==> config.mk <==
export PLATFORM = sky130hd
export DESIGN_NAME = button_debouncer
export DESIGN_NICKNAME = d
export VERILOG_FILES = /design/src/rtl/simon_pkg.sv /design/src/rtl/button_debouncer.sv
export SDC_FILE = /design/constraint.sdc
export NUM_CORES = 1
export LEC_CHECK = 0
export CORE_MARGIN = 2
export CORE_UTILIZATION = 27
export CTS_CLUSTER_DIAMETER = 80
export DETAILED_ROUTE_END_ITERATION = 8
export GPL_ROUTABILITY_DRIVEN = 0
export PLACE_DENSITY = 0.55
export RECOVER_POWER = 50
export SLEW_MARGIN = 20
export SYNTH_ARGS = -nofsm -noshare
export SYNTH_HDL_FRONTEND = slang
export SYNTH_SLANG_ARGS = --single-unit
==> constraint.sdc <==
create_clock -name clk -period 2.7 [get_ports clk]
set_clock_uncertainty 0.15 [all_clocks]
set_input_delay 0.27 -clock clk [delete_from_list [all_inputs] [get_ports clk]]
set_output_delay 0.27 -clock clk [all_outputs]
set_load 0.01 [all_outputs]
==> src/rtl/simon_pkg.sv <==
// Shared types and constants for the Simon Says datapath blocks.
package simon_pkg;

  localparam int LEVEL_W   = 4;
  localparam int MEM_DEPTH = 16;
  localparam int BTN_W     = 4;

  typedef enum logic [1:0] {
    RED    = 2'd0,
    GREEN  = 2'd1,
    BLUE   = 2'd2,
    YELLOW = 2'd3
  } color_t;

  typedef enum logic [2:0] {
    IDLE,
    WAIT_PRESS,
    COMPARE,
    WAIT_RELEASE,
    PASS,
    FAIL
  } checker_state_t;

  function automatic logic is_one_hot(input logic [BTN_W-1:0] v);
    return (v != '0) && ((v & (v - BTN_W'(1))) == '0);
  endfunction

  // Only meaningful for one-hot inputs; the caller rejects anything else.
  function automatic color_t encode_color(input logic [BTN_W-1:0] v);
    color_t c;
    c = RED;
    if (v[3])      c = YELLOW;
    else if (v[2]) c = BLUE;
    else if (v[1]) c = GREEN;
    return c;
  endfunction

endpackage

==> src/rtl/button_debouncer.sv <==
// Raises stable while the button vector has held one value for at least
// DEBOUNCE_CYCLES consecutive cycles, counting the current cycle.
module button_debouncer
  import simon_pkg::*;
#(
  parameter int DEBOUNCE_CYCLES = 4
) (
  input  logic             clk,
  input  logic             reset,
  input  logic [BTN_W-1:0] buttons,
  output logic             stable
);

  logic [BTN_W-1:0] prev;
  logic [7:0]       count;
  logic [7:0]       run;

  // Length of the current run including this cycle, saturating at 255.
  always_comb begin
    run = 8'd1;
    if (buttons == prev)
      run = (count == 8'hFF) ? count : count + 8'd1;
  end

  assign stable = (run >= 8'(DEBOUNCE_CYCLES));

  always_ff @(posedge clk) begin
    if (!reset) begin
      prev  <= '0;
      count <= '0;
    end else begin
      prev  <= buttons;
      count <= run;
    end
  end

endmodule

==> impl_metrics.py, run 1 <==
metrics = {
    "run_status": {
        "status": "finished, final reports clean",
    },
    "die": {
        "rows": 17,
        "start_util_pct": 27.84,
        "die_h_um": 51.07,
        "coreArea_sq_um": 2148,
        "die_area_sq_um": 2608,
        "io_pins": 7,
        "die_w_um": 51.07,
    },
    "cts": {
        "clock-sinks": 12,
        "cts-root-buf": "clkbuf_4",
        "clock_latency_ns": 0.26,
        "cts_buffer_depth": 2,
        "path_clk_slew_ns": 0.07,
        "cts_setup_buffers": 0,
        "h-tree-depth": 1,
        "cts_tree": "done",
        "numCtsBuffers": 3,
    },
    "timing": {
        "finalMaxSlewViolations": 0,
        "whs_ns": 0.3850,
        "min_period_ns": 2.535,
        "relSlewSlack_pct": 79.20,
        "worst_slew_pin_slew_ns": 0.3120,
        "fmax_ghz": 0.3945,
        "rsz0062_at_grt": "no",
        "setup_violations": 0,
        "layout_setup_ws_ns": 0.1653,
        "fin_tns_setup_ns": 0,
        "hold_viol": 0,
        "min_period_over_period_pct": 93.88,
    },
    "flow_run": {
        "drv_cap": 0,
    },
    "worst_setup_path": {
        "cp-start-kind": "flop",
        "arrival_ns": 2.11,
        "path_class": "reg -> out",
        "cp.required_ns": 2.28,
        "path_max_fanout": 6,
        "reg2reg_slack_ns": 1.18,
        "worst_setup_path_end_kind": "output pin",
    },
    "drt": {
        "via_count": 450,
        "post-route-drc-count": 0,
        "first_iter_violations": 5,
        "first_pass_iters": 4,
        "routed_via_density": 4.545,
        "ant_nets": 0,
        "wire_per_inst_um": 9.869,
        "wl_um": 977,
    },
    "cells_and_area": {
        "seq_area_sq_um": 241.5,
        "utilization_pct": 32.85,
        "drive_gt1_share_pct": 21.13,
        "fillers": 221,
        "final_cell_mix": "dfxtp_1 (11), nor2_1 (5), xnor2_1 (5), clkdlybuf4s50_1 (5)",
        "multi_input_area_sq_um": 339.1,
        "layout_commonest_cell": "dfxtp_1",
        "nets": 80,
        "area_delta_synth_final_pct": 17.99,
        "antenna_cells_inserted": 0,
        "finalNonFillerCells": 99,
    },
    "synthesis": {
        "syn_area_per_cell_sq_um": 9.493,
        "syn_nets": 70,
        "yosysSeqAreaShare_pct": 40.17,
        "synthDistinctLibCells": 27,
        "syn_area_sq_um": 598.1,
        "syn_inst": 63,
        "yosys_warnings": 0,
        "ys_ff_latch": 12,
    },
    "pwr": {
        "ir_worst_vdd_v": 0.0002560,
        "p_leak_nw": 0.2247,
        "powerDensity_nw_per_um2": 443.2,
    },
    "global_route": {
        "antenna_found_initial": 0,
        "grt_pass1_vias": 434,
        "grt_max_degree": 9,
        "grt_pass1_wl_um": 1800,
        "grt_overflow": 0,
        "grt_usage_pct": 9.298,
    },
    "hold_path": {
        "hold_class": "reg -> reg",
    },
    "place": {
        "portBuffers": 6,
        "dp.cells": 96,
        "dp_slack_ns": 0.4106,
        "dp_hpwl_um": 743.7,
    },
}
synthesized netlist by cell type:
cell type,n,area (sq um)
mux2i_1,1,10.01
dfxtp_1,12,240.2
a31o_2,1,8.760
inv_1,2,7.510
nor3_1,3,15.01
and2_4,1,8.760
a31oi_1,1,6.260
nor3_2,1,10.01
a211oi_2,3,37.54
a22o_1,1,8.760
o21a_1,1,7.510
a21oi_1,3,15.01
nand3_1,3,15.01
buf_6,1,11.26
o21ai_0,3,15.01
or2_1,1,6.260
nand4_1,2,12.51
a21o_2,1,8.760
and4_4,1,11.26
and3_2,2,15.01
nor2_1,5,18.77
and2_1,4,25.02
o21bai_1,1,7.510
nand2_1,2,7.510
xnor2_1,5,43.79
nor3b_2,1,12.51
ha_1,1,12.51
layer usage:
layer | part of all wire (%) | vias up | track usage [%]
li1 | - | 244 | -
met3 | 6.1 | 0 | 5.263
met1 | 48 | 196 | 12.23
met2 | 46 | 10 | 12.77
met5 | 0 | - | 0
met4 | 0 | 0 | 2.703
cell type report:
cell class	instances	share of cell area [%]
multi-input combinational	48	48.05
timing repair buffer	6	8.511
tap	28	4.965
clock buffer	3	3.191
sequential	12	34.22
inverter	2	1.064
power breakdown:
group | switching, mW | total [mW] | internal [mW]
registers | 0.00268 | 0.184 | 0.182
logic | 0.00845 | 0.0224 | 0.0140
clock network | 0.0546 | 0.106 | 0.0515
total | 0.0657 | 0.313 | 0.247
path summary, 6_finish.rpt:
kind / startpoint / endpoint / depth (start not counted)
max: count[1] / stable / 6
min: count[7] / count[7] / 1
max reg2reg: count[1] / count[1] / 5
min reg2reg: count[7] / count[7] / 1
flip-flops by register name (all words and copies together) (netlist names):
name,flops
prev,4
count,8
what timing repair did:
action                     in CTS  in global routing
hold buffers                    0                  0
setup endpoints to repair       0                  1
resized for setup               0                  2
kinds of logic after synthesis:
kind of cell	after synthesis	synth area share, %
adders and majority gates	1	2.092
muxes	1	1.674
xor gates and xnor gates	5	7.322
buffers and inverters	3	3.138
AOI/OAI and AO/OA	15	19.25
and+or+nand+nor	26	26.36
DFF	12	40.17
stage by stage:
stage	area [sq um]	total power, mW
2_1_floorplan	598.1	0.2010
5_1_grt	705.7	0.3312
6_report	705.7	0.3127
3_5_place_dp	681.9	0.2110
4_1_cts	704.4	0.3203
3_3_place_gp	681.9	0.2110
critical path: stages (launching register included):
cell and delay, ns:
dfxtp_1 0.38, ha_2 0.24, and3_2 0.24, a211oi_2 0.10
a22o_1 0.18, a31oi_1 0.16, clkdlybuf4s50_1 0.55
(Power assumes the default switching activity.)
==> run 2, diff against run 1 <==
- CAP_MARGIN: default -> 20
- CORE_AREA: default -> 2 2 39 41
- CORE_MARGIN: 2 -> default
- CORE_UTILIZATION: 27 -> default
- DIE_AREA: default -> 0 0 41 43
- PLACE_DENSITY: 0.55 -> 0.77
==> impl_metrics.py, run 2 (synthesis results as in run 1) <==
metrics = {
    "drt": {
        "via_count": 482,
        "first_iter_violations": 4,
        "routed_via_density": 5.477,
        "post-route-drc-count": 0,
        "wl_um": 1024,
        "first_pass_iters": 4,
        "ant_nets": 0,
        "wire_per_inst_um": 11.64,
    },
    "worst_setup_path": {
        "worst_setup_path_end_kind": "output pin",
        "path_class": "reg -> out",
        "arrival_ns": 2.14,
        "cp-start-kind": "flop",
        "cp.required_ns": 2.28,
        "path_max_fanout": 6,
    },
    "hold_path": {
        "hold_class": "reg -> reg",
    },
    "cts": {
        "cts_setup_buffers": 0,
        "cts_tree": "done",
        "clock_latency_ns": 0.27,
        "clock-sinks": 12,
        "h-tree-depth": 1,
        "numCtsBuffers": 3,
        "path_clk_slew_ns": 0.08,
        "cts_buffer_depth": 2,
        "cts-root-buf": "clkbuf_4",
    },
    "global_route": {
        "grt_usage_pct": 15.35,
        "grt_overflow": 0,
        "antenna_found_initial": 0,
        "grt_pass1_vias": 452,
        "grt_pass1_wl_um": 1759,
        "grt_max_degree": 9,
    },
    "timing": {
        "finalMaxSlewViolations": 0,
        "layout_setup_ws_ns": 0.1397,
        "min_period_over_period_pct": 94.83,
        "min_period_ns": 2.560,
        "fin_tns_setup_ns": 0,
        "rsz0062_at_grt": "no",
        "setup_violations": 0,
        "hold_viol": 0,
        "worst_slew_pin_slew_ns": 0.2993,
        "relSlewSlack_pct": 80.05,
        "fmax_ghz": 0.3906,
    },
    "cells_and_area": {
        "drive_gt1_share_pct": 20.83,
        "seq_area_sq_um": 240.2,
        "finalNonFillerCells": 88,
        "final_cell_mix": "dfxtp_1 (12), nor2_1 (5), xnor2_1 (5), clkdlybuf4s50_1 (5)",
        "antenna_cells_inserted": 0,
        "multi_input_area_sq_um": 339.1,
        "area_delta_synth_final_pct": 17.57,
        "layout_commonest_cell": "dfxtp_1",
        "top_register": "count",
        "nets": 80,
        "top_regs": "count x8, prev x4",
        "largest_reg_flops": 8,
        "fillers": 136,
    },
    "pwr": {
        "p_clk_share_pct": 41.2,
        "seq_power_share_pct": 52.4,
        "comb_power_share_pct": 6.5,
        "switching_share_pct": 21.07,
        "p_switching_uw": 74.02,
        "powerDensity_nw_per_um2": 499.7,
        "p_leak_nw": 0.2319,
        "ir_worst_vdd_v": 0.0003800,
        "intPower_uw": 277.3,
    },
    "die": {
        "start_util_pct": 43.22,
        "io_pins": 7,
        "die_area_sq_um": 1763,
        "die_h_um": 43,
        "die_w_um": 41,
        "rows": 14,
        "coreArea_sq_um": 1384,
    },
    "place": {
        "dp.cells": 84,
        "dp_slack_ns": 0.4167,
        "dp_hpwl_um": 759.3,
        "portBuffers": 6,
    },
    "run_status": {
        "status": "finished, final reports clean",
    },
    "flow_run": {
        "drv_cap": 0,
    },
}
run 2: path summary, 6_finish.rpt:
path / startpoint / endpoint / slack [ns] / cells past startpoint
setup / recovery: count[0] / stable / 0.14 / 6
hold / removal: count[7] / count[7] / 0.38 / 1
setup reg to reg: count[0] / count[1] / 1.15 / 5
hold reg to reg: count[7] / count[7] / 0.38 / 1
run 2: repair_timing:
item	CTS	global route
hold endpoints to repair	0	0
gates resized for setup	0	1
hold buffers	0	0
endpoints found under the setup margin	0	1
run 2: cell type report:
type | instances | share of cell area (%)
multi-input cells | 48 | 48.22
flip-flops and latches | 12 | 34.16
repair buffers | 6 | 8.541
clock buffers | 4 | 5.160
well taps | 16 | 2.847
inverters | 2 | 1.068
run 2: critical path: stages, from the launching register on:
cell and delay [ns]:
dfxtp_1 0.39, ha_2 0.24, and3_2 0.25, a211oi_2 0.10, a22o_1 0.18, a31oi_1 0.16, clkdlybuf4s50_1 0.55
run 2: power groups by stage:
stage | combinational (mW) | sequential (mW) | clock, mW
2_1_floorplan | 0.0133 | 0.188 | 0
3_3_place_gp | 0.0229 | 0.188 | 0
3_5_place_dp | 0.0234 | 0.188 | 0
4_1_cts | 0.0235 | 0.184 | 0.150
5_1_grt | 0.0253 | 0.185 | 0.161
6_report | 0.0228 | 0.184 | 0.145
run 2: metal layers:
metal  part of all wire [%]  vias to the layer above  global-route usage (%)
li1                       -                      247                       -
met1                     45                      219                   17.38
met2                     47                       14                   22.50
met3                    6.5                        2                   9.424
met4                   0.98                        0                   6.000
met5                      0                        -                       0
run 2: through the flow:
step,utilization (%),total power [mW],hold slack [ns],cell area [sq um]
after floorplan,-,0.2010,0.2375,598.1
after global placement,48.19,0.2109,0.3714,666.9
after detailed placement,48.19,0.2116,0.3825,666.9
after CTS,50.81,0.3575,0.3967,703.2
after global routing,50.81,0.3705,0.4303,703.2
final,50.81,0.3514,0.3812,703.2
